$ cat src/rtl/mult_digit_sequencer.sv
// Sequential WIDTH x WIDTH unsigned multiplier that schedules 2-bit digit pairs onto an external 2x2 multiplier.
// Latency DIGITS^2 cycles from accept to out_valid; result is held in DONE until out_ready, input stalls meanwhile.
module mult_digit_sequencer #(
    parameter int WIDTH = 8
) (
    input  logic                 clk,
    input  logic                 rst_n,
    input  logic                 in_valid,
    output logic                 in_ready,
    input  logic [WIDTH-1:0]     a,
    input  logic [WIDTH-1:0]     b,
    output logic [1:0]           dig_a,
    output logic [1:0]           dig_b,
    input  logic [3:0]           dig_p,
    output logic                 out_valid,
    input  logic                 out_ready,
    output logic [2*WIDTH-1:0]   result,
    output logic                 busy
);
    localparam int DIGITS = WIDTH / 2;
    localparam int IW     = (DIGITS > 2) ? $clog2(DIGITS) : 1;
    localparam int PW     = 2 * WIDTH;

    typedef enum logic [1:0] {S_IDLE, S_RUN, S_DONE} state_t;

    state_t            state_q, state_d;
    logic [WIDTH-1:0]  a_q, a_d;
    logic [WIDTH-1:0]  b_q, b_d;
    logic [IW-1:0]     i_q, i_d;
    logic [IW-1:0]     j_q, j_d;
    logic [PW-1:0]     acc_q, acc_d;
    logic [PW-1:0]     result_q, result_d;

    logic [IW:0]       sum_ij;
    logic [PW-1:0]     partial;
    logic              j_last;
    logic              i_last;

    // Weight of digit pair (i,j) is 4^(i+j); the sum needs one extra bit.
    assign sum_ij  = {1'b0, i_q} + {1'b0, j_q};
    assign partial = PW'(dig_p) << {sum_ij, 1'b0};
    assign j_last  = (j_q == IW'(DIGITS - 1));
    assign i_last  = (i_q == IW'(DIGITS - 1));

    always_ff @(posedge clk or negedge rst_n) begin
        if (!rst_n) begin
            state_q  <= S_IDLE;
            a_q      <= '0;
            b_q      <= '0;
            i_q      <= '0;
            j_q      <= '0;
            acc_q    <= '0;
            result_q <= '0;
        end else begin
            state_q  <= state_d;
            a_q      <= a_d;
            b_q      <= b_d;
            i_q      <= i_d;
            j_q      <= j_d;
            acc_q    <= acc_d;
            result_q <= result_d;
        end
    end

    always_comb begin
        state_d  = state_q;
        a_d      = a_q;
        b_d      = b_q;
        i_d      = i_q;
        j_d      = j_q;
        acc_d    = acc_q;
        result_d = result_q;
        dig_a    = 2'b00;
        dig_b    = 2'b00;

        case (state_q)
            S_IDLE: begin
                if (in_valid) begin
                    a_d     = a;
                    b_d     = b;
                    i_d     = '0;
                    j_d     = '0;
                    acc_d   = '0;
                    state_d = S_RUN;
                end
            end
            S_RUN: begin
                dig_a = a_q[{i_q, 1'b0} +: 2];
                dig_b = b_q[{j_q, 1'b0} +: 2];
                acc_d = acc_q + partial;
                if (j_last) begin
                    j_d = '0;
                    i_d = i_q + IW'(1);
                    if (i_last) begin
                        i_d      = '0;
                        result_d = acc_q + partial;
                        state_d  = S_DONE;
                    end
                end else begin
                    j_d = j_q + IW'(1);
                end
            end
            S_DONE: begin
                // Returning to IDLE first guarantees one idle cycle before the next capture.
                if (out_ready) begin
                    state_d = S_IDLE;
                end
            end
            default: state_d = S_IDLE;
        endcase
    end

    assign in_ready  = (state_q == S_IDLE);
    assign out_valid = (state_q == S_DONE);
    assign busy      = (state_q != S_IDLE);
    assign result    = result_q;

endmodule

$ cat config.mk
export PLATFORM = sky130hd
export DESIGN_NAME = mult_digit_sequencer
export DESIGN_NICKNAME = d
export VERILOG_FILES = /design/src/rtl/mult_digit_sequencer.sv
export SDC_FILE = /design/constraint.sdc
export NUM_CORES = 1
export LEC_CHECK = 0
export ABC_AREA = 0
export CORE_MARGIN = 4
export CORE_UTILIZATION = 41
export DETAILED_ROUTE_END_ITERATION = 10
export HOLD_SLACK_MARGIN = 0.15
export PLACE_DENSITY = 0.65
export SETUP_SLACK_MARGIN = 0.02
export SKIP_LAST_GASP = 1
export SLEW_MARGIN = 20
export SYNTH_ARGS = -nofsm -noshare
export SYNTH_HDL_FRONTEND = slang
export SYNTH_SLANG_ARGS = --single-unit
$ cat constraint.sdc
create_clock -name clk -period 2.95 [get_ports clk]
set_input_delay 0.295 -clock clk [delete_from_list [all_inputs] [get_ports clk]]
set_output_delay 0.295 -clock clk [all_outputs]
set_load 0.02 [all_outputs]
# == After elaboration in Yosys (flattened, before gate mapping) ==
# Index checks and enable logic that the tools add are counted.
# classes
reduce_logical,8
n_shift,3
eq_ne,8
muxes,15
add_sub_neg,4
# op_table
op,n
$pmux 16 s2,1
$mux 2,10
$add 16x16->16,1
$mux 16,1
$shiftx 8x4->2,2
$shl 4x4->16,1
$pmux 2 s2,2
$eq 2x2->1 const B,3
$ne 2x2->1 const B,3
$pmux 2 s3,1
$reduce_and 3->1,2
$add 2x1->2 const B,2
$reduce_and 2->1,2
$reduce_and 4->1,1
$reduce_bool 2->1,2
$add 2x2->3,1
$eq 2x1->1 const B,1
$logic_not 2->1,1
$ne 2x1->1 const B,1
# totals
elab_cells,45
output_inout_bits,23
register_bits,54
input_bits,24

# == Depth between registers and ports, before layout ==
# Gate-level depths: netlist of run 1.
# depth
word_depth,4
ltp_mapped,14
depth_no_buf,12

# == Worst setup path before layout of run 1 ==
# No wires, ideal clock.
# synth_timing
kind,register -> register
startpoint,register i_q[0]
endpoint,register acc_q[12]
path_slack_ps,-287
arrival_time_ps,3168
setup_ps,69
stages_incl_launch_ff,14
synth_period_minus_slack_ps,3237
required_time_ps,2881
n_path_buf,1
cell_sequence,dfrtp_1 -> ha_1 -> inv_1 -> fa_1 -> clkbuf_1 -> nor2_1 -> a31oi_1 -> nor2b_1 -> ha_1 -> a21o_4 -> a221oi_4 -> o21ai_2 -> or3_1 -> nand3_1
# synth_via
elab_chain_len,4
# synth_lines
element,line,text
"start, declared",29,"logic [IW-1:0] i_q, i_d;"
"start signal, assigned",58,i_q <= i_d;
$add 2x2->3,40,"assign sum_ij = {1'b0, i_q} + {1'b0, j_q};"
$shl 4x4->16,41,"assign partial = PW'(dig_p) << {sum_ij, 1'b0};"
$add 16x16->16,90,acc_d = acc_q + partial;
$pmux 16 s2,76,case (state_q)
"end signal, assigned",52,acc_q <= '0;
"end signal, assigned",60,acc_q <= acc_d;
"end, declared",31,"logic [PW-1:0] acc_q, acc_d;"
# No other way between the ends.
# A chain may end at the register's enable or synchronous reset.

# == Final worst setup path of run 1 ==
# layout_timing
startpoint,register j_q[0]
endpoint,"register result_q[12], in the netlist result[12]"
# layout_via
elab_chain_len,3
word_cells_on_any_way,5
classes_between,add/sub (2); eq/ne (1); shift (1); reduce/logical (1)
# layout_lines
element,line,text
"start, declared",30,"logic [IW-1:0] j_q, j_d;"
"start signal, assigned",59,j_q <= j_d;
$add 2x2->3,40,
$shl 4x4->16,41,
$add 16x16->16,96,result_d = acc_q + partial;
"end signal, assigned",61,result_q <= result_d;
"end, declared",32,"logic [PW-1:0] result_q, result_d;"
# Several ways; a longest one is shown, not always the timed one.

==> results.json, run 1 <==
{
  "critPathRequiredTime_ps": 3210,
  "via_per_inst": 5.37,
  "power_density_mw_per_mm2": 1450,
  "worst_clock_skew_ps": 8.62,
  "slowest_delay_ps": 620,
  "report.final.slew_viol_count": 0,
  "cts_buffers": 5,
  "cp-start-kind": "flop",
  "finalNetCount": 496,
  "cp_slowest_cell": "fa_2",
  "synthDistinctLibCells": 41,
  "final_cells": 555,
  "wl_mm": 8.91,
  "synth_nets": 395,
  "cp_cell_sequence": "ha_4 -> inv_2 -> fa_2 -> nor2_2 -> a31oi_1 -> nor2b_1 -> ha_1 -> a21o_4 -> a221oi_4 -> o21ai_4 -> or3_1 -> nand3_1",
  "grt_antenna_before_repair": 0,
  "drv_cap": 0,
  "synth_async_sr_flop_share_pct": 100,
  "status": "finished, violations left",
  "antenna_left": 0,
  "htreeDepth": 2,
  "power_uw": 6670,
  "timing.final.hold_violations": 0,
  "min_period_ps": 3170,
  "synthToLayoutAreaGrowth_pct": 39.7,
  "drt_pass1_iterations": 4,
  "drc": 0,
  "syn_inst": 351,
  "avgSynthCellArea_um2": 9.36,
  "end_kind": "flop",
  "cts_tree": "built",
  "root_buffer": "clkbuf_8",
  "clock_sinks": 54,
  "num_rows": 32,
  "clk_pin_slew_ps": 110,
  "path_class": "reg2reg",
  "ys_seq_area_share_pct": 41.1,
  "clk_latency_ps": 320,
  "routabilityCongestion": 0.879,
  "drtIter0Drc": 167,
  "leakagePower_uw": 0.00202,
  "ys_warn_count": 0,
  "die_x_um": 97.5,
  "grt_pass1_vias": 3109,
  "num_io_pins": 47,
  "clk_path_buf_depth": 2,
  "final_common_cell": "buf_4",
  "fin_crit_sh_pct": 108,
  "rsz0062_at_grt": "yes",
  "arrival_ps": 3430,
  "critPathBufInv": 1,
  "setup_viol": 18,
  "violations": "negative setup slack",
  "grt_max_degree": 36,
  "n_antenna_cell": 0,
  "track_usage_pct": 18.9,
  "num_vias": 2980,
  "avgRoutedWirePerCell_um": 16.0,
  "synth_edf_count": 0,
  "synth_area_mm2": 0.00329,
  "final_cell_mix": "buf_4 (69), dfrtp_1 (52), clkdlybuf4s50_1 (45)",
  "die_h_um": 97.5,
  "ys_ff_latch": 54,
  "core-area_mm2": 0.00777,
  "worst_pin_slew_ps": 736,
  "min_path_type": "in2async",
  "cp_top_family": "adder cells",
  "hpwl_mm": 6.40,
  "slew_headroom_pct": 50.8,
  "max_freq_ghz": 0.315,
  "dp.cells": 531,
  "io_buffers": 46,
  "drive_above_1_share_pct": 30.9,
  "crit_fanout": 7,
  "initial_core_util_pct": 42.3,
  "final.setup.worst_slack_ps": -223,
  "grt_pass1_wl_mm": 14.9,
  "ir_worst_vdd_mv": 0.604,
  "overflow": 0,
  "synth_ff_type": "dfrtp_1",
  "dieArea_mm2": 0.00951
}
## power by group
group | internal, µW | switching, µW
clock | 176 | 282
sequential | 1130 | 222
combinational | 2410 | 2450
total | 3710 | 2960
## layout make-up
class / count / area, µm²
clock buffer: 5 / 68.8
clock inverter: 3 / 26.3
fill: 694 / 3180
inverter: 6 / 22.5
multi-input combinational: 269 / 2010
sequential: 54 / 1350
tap: 102 / 128
timing repair buffer: 116 / 983
## metrics by stage
| stage | util (%) | hold slack (ps) | worst slack (ps) | instance area [µm²] | setup TNS [ps] |
|---|---|---|---|---|---|
| floorplan | - | -0.591 | -52.8 | 3320 | -105 |
| global placement | 54.2 | 274 | -170 | 4210 | -1650 |
| detailed placement | 54.2 | 285 | -271 | 4210 | -2390 |
| CTS | 57.6 | 463 | -127 | 4470 | -944 |
| global route | 59.1 | 498 | -340 | 4590 | -4980 |
| finish | 59.1 | 442 | -223 | 4590 | -2310 |
## metal layers
layer / wire [µm] / up-vias / global-route usage, %
li1: - / 1467 / -
met3: 423 / 16 / 3.52
met5: 0 / - / 0
met1: 3920 / 1415 / 24.5
met2: 4400 / 82 / 32.5
met4: 164 / 0 / 5.22
## cell families after synthesis
kind of cell	share of synthesized area (%)
AO/OA/AOI/OAI	14.6
XOR/XNOR	2.40
adder cells (fa/ha/maj)	8.07
buffers and inverters	3.50
flip-flops	41.1
multiplexers	9.44
AND/OR/NAND/NOR	20.8
## synthesized netlist by cell type (5+ instances only)
| cell type | number | area (µm²) |
|---|---|---|
| nor2b_1 | 5 | 31.3 |
| nand2b_1 | 5 | 31.3 |
| dfrtp_1 | 54 | 1350 |
| xor2_1 | 5 | 43.8 |
| a211o_1 | 7 | 61.3 |
| inv_1 | 6 | 22.5 |
| nor3_1 | 6 | 30.0 |
| a21oi_1 | 13 | 65.1 |
| ha_1 | 18 | 225 |
| nor2_1 | 28 | 105 |
| mux2_2 | 16 | 180 |
| o21ai_0 | 28 | 140 |
| nand4_1 | 15 | 93.8 |
| buf_2 | 8 | 40.0 |
| nand3_1 | 34 | 170 |
| nand2_1 | 40 | 150 |
| clkbuf_1 | 14 | 52.6 |
## path summary, 6_finish.rpt
check | slack (ps) | start | depth (start not counted) | to
max | -220 | j_q[0] | 12 | result[12]
min | 440 | rst_n | 2 | result[3]
max reg2reg | -220 | j_q[0] | 12 | result[12]
min reg2reg | 480 | result[0] | 2 | result[0]
max in group asynchronous | 1840 | rst_n | 3 | acc_q[13]
min in group clk | 480 | result[0] | 2 | result[0]
## flip-flops by register name, indices dropped and copies added (netlist names)
signal / flops
i_q: 2
b_q: 8
state_q: 2
j_q: 2
result: 16
a_q: 8
acc_q: 16
## timing repair
action / in CTS / in global routing
endpoints found under the setup margin: 19 / 22
endpoints found under the hold margin: 19 / 0
resized for setup: 29 / 25
pin swaps: 15 / 13
setup buffers: 10 / 6
gates cloned: 0 / 0
hold buffers: 1 / 0
Power figures use the tool's default switching activity.
==> run 2: changes to the inputs <==
- CTS_BUF_LIST: not set -> sky130_fd_sc_hd__clkbuf_2
==> run 2 against run 1 <==
Against the previous run:
- routed wire length fell by 1.4%
- clock skew rose by 16 ps
- core utilization barely moved
- sequential share of layout area hardly changed
- sequential cell count did not move
- cell area hardly changed
- the flow still finishes with violations (negative setup slack)
- first-iteration DRC count increased by 7.2%
- die area did not move
- clock power shrank 25%
- largest power group unchanged
- global-route usage shrank 0.073 points
- sequential power is essentially flat
==> results.json, run 2 (synthesis gave the netlist of run 1 again) <==
{
  "drive_above_1_share_pct": 31.9,
  "fin_crit_sh_pct": 108,
  "routabilityCongestion": 0.879,
  "dpl_cell_area_mm2": 0.00421,
  "antenna_left": 0,
  "fin_area_mm2": 0.00459,
  "n_antenna_cell": 0,
  "avgRoutedWirePerCell_um": 15.9,
  "path_class": "reg2reg",
  "status": "finished, violations left",
  "clk_pin_slew_ps": 330,
  "overflow": 0,
  "drt_pass1_iterations": 4,
  "worst_pin_slew_ps": 734,
  "final_common_cell": "buf_4",
  "root_buffer": "clkbuf_2",
  "num_rows": 32,
  "die_h_um": 97.5,
  "core-area_mm2": 0.00777,
  "tns_ps": -2660,
  "max_freq_ghz": 0.315,
  "final.setup.worst_slack_ps": -228,
  "wl_mm": 8.78,
  "cp-start-kind": "flop",
  "grt_antenna_before_repair": 0,
  "clk_latency_ps": 480,
  "num_io_pins": 47,
  "cp_slowest_cell": "fa_2",
  "arrival_ps": 3610,
  "clk_path_buf_depth": 2,
  "cts_tree": "built",
  "grt_max_degree": 36,
  "via_per_inst": 5.46,
  "critPathBufInv": 5,
  "pre_cts_ws_ps": -271,
  "rsz0062_at_grt": "yes",
  "slew_headroom_pct": 50.9,
  "dieArea_mm2": 0.00951,
  "num_vias": 3024,
  "hpwl_mm": 6.40,
  "grt_pass1_vias": 3099,
  "synthToLayoutAreaGrowth_pct": 39.6,
  "report.final.slew_viol_count": 0,
  "finalNetCount": 495,
  "slowest_delay_ps": 630,
  "timing.final.hold_violations": 0,
  "path_common_cell": "buf_4",
  "drtIter0Drc": 179,
  "crit_fanout": 7,
  "drc": 0,
  "io_buffers": 46,
  "final_cell_mix": "buf_4 (67), dfrtp_1 (52), clkdlybuf4s50_1 (45)",
  "clock_sinks": 54,
  "cp_top_family": "adder cells",
  "die_x_um": 97.5,
  "grt_pass1_wl_mm": 14.9,
  "end_kind": "flop",
  "leakagePower_uw": 0.00201,
  "violations": "negative setup slack",
  "initial_core_util_pct": 42.3,
  "drv_cap": 0,
  "cp_cell_sequence": "ha_4 -> inv_2 -> fa_2 -> nor2_2 -> a31oi_1 -> nor2b_1 -> ha_1 -> buf_4 -> buf_6 -> nand2_4 -> a211oi_2 -> buf_4 -> o21ai_0 -> buf_4 -> a211o_1 -> nand3_1",
  "track_usage_pct": 18.9,
  "holdWs_ps": 224,
  "setup_viol": 18,
  "critPathRequiredTime_ps": 3380,
  "power_uw": 6660,
  "min_period_ps": 3180,
  "power_density_mw_per_mm2": 1450,
  "min_path_type": "in2async",
  "htreeDepth": 2,
  "cts_buffers": 5,
  "ir_worst_vdd_mv": 0.586,
  "worst_clock_skew_ps": 24.5
}
run 2: changes by cell type in the layout (fill, tap and decap cells not counted), moves of 2 or more:
cell,delta
clkbuf_2,+5
clkbuf_8,-5
nor2_1,-4
nor2_2,+4
a21oi_2,-3
a21oi_4,+2
buf_4,-2
ha_1,-2
run 2: cell type report:
type,instances,area [µm²]
clock buffers,5,25.0
clock inverters,3,26.3
fillers,681,3180
inverters,6,22.5
multi-input cells,269,2050
flip-flops and latches,54,1350
well taps,102,128
repair buffers,115,980
run 2: what timing repair did:
action,4_1_cts,5_1_grt
setup buffers,11,3
hold buffers,1,0
gates resized for setup,34,32
endpoints found under the hold margin,32,0
pin swaps,21,12
endpoints found under the setup margin,20,22
run 2: per-stage QoR:
stage | instances | utilization (%)
6_report | 554 | 59.1
5_1_grt | 554 | 59.1
4_1_cts | 551 | 57.4
3_5_place_dp | 531 | 54.2
3_3_place_gp | 531 | 54.2
2_1_floorplan | 351 | -
run 2: layer usage:
metal  wire, µm  vias to the layer above  track usage [%]  share of wire [%]
met1       3890                     1446             24.6                 44
li1           -                     1465                -                  -
met4        199                        0             5.96                2.3
met5          0                        -                0                  0
met2       4260                       92             31.9                 49
met3        428                       21             3.30                4.9
run 2: final timing paths:
path                       startpoint         end  slack, ps  cells past startpoint
setup / recovery               j_q[0]  result[15]       -230                     16
setup reg to reg               j_q[0]  result[15]       -230                     16
max in group asynchronous       rst_n   acc_q[14]       2050                      3
hold / removal                  rst_n   result[0]        220                      2
hold reg to reg             result[0]   result[0]        520                      2
min in group clk            out_ready  state_q[1]        370                      3
run 2: worst register-to-register path: cells and delay by family (launching register included):
| kind | cells | cell delay, ps |
|---|---|---|
| adders and majority gates | 3 | 1120 |
| AOI/OAI and AO/OA | 4 | 690 |
| buffers and inverters | 5 | 570 |
| DFF | 1 | 470 |
| and+or+nand+nor | 4 | 280 |
run 2: power by group:
| group | switching [µW] | internal (µW) | total, µW |
|---|---|---|---|
| registers | 224 | 1120 | 1350 |
| clock network | 275 | 68.1 | 344 |
| logic | 2490 | 2470 | 4970 |
| total | 2990 | 3670 | 6660 |
==> run 3: changes to the inputs <==
- CAP_MARGIN: not set -> 0
- CTS_CLUSTER_SIZE: not set -> 14
==> results of run 3 <==
Final layout, timing and power as in run 2 (identical DEF).
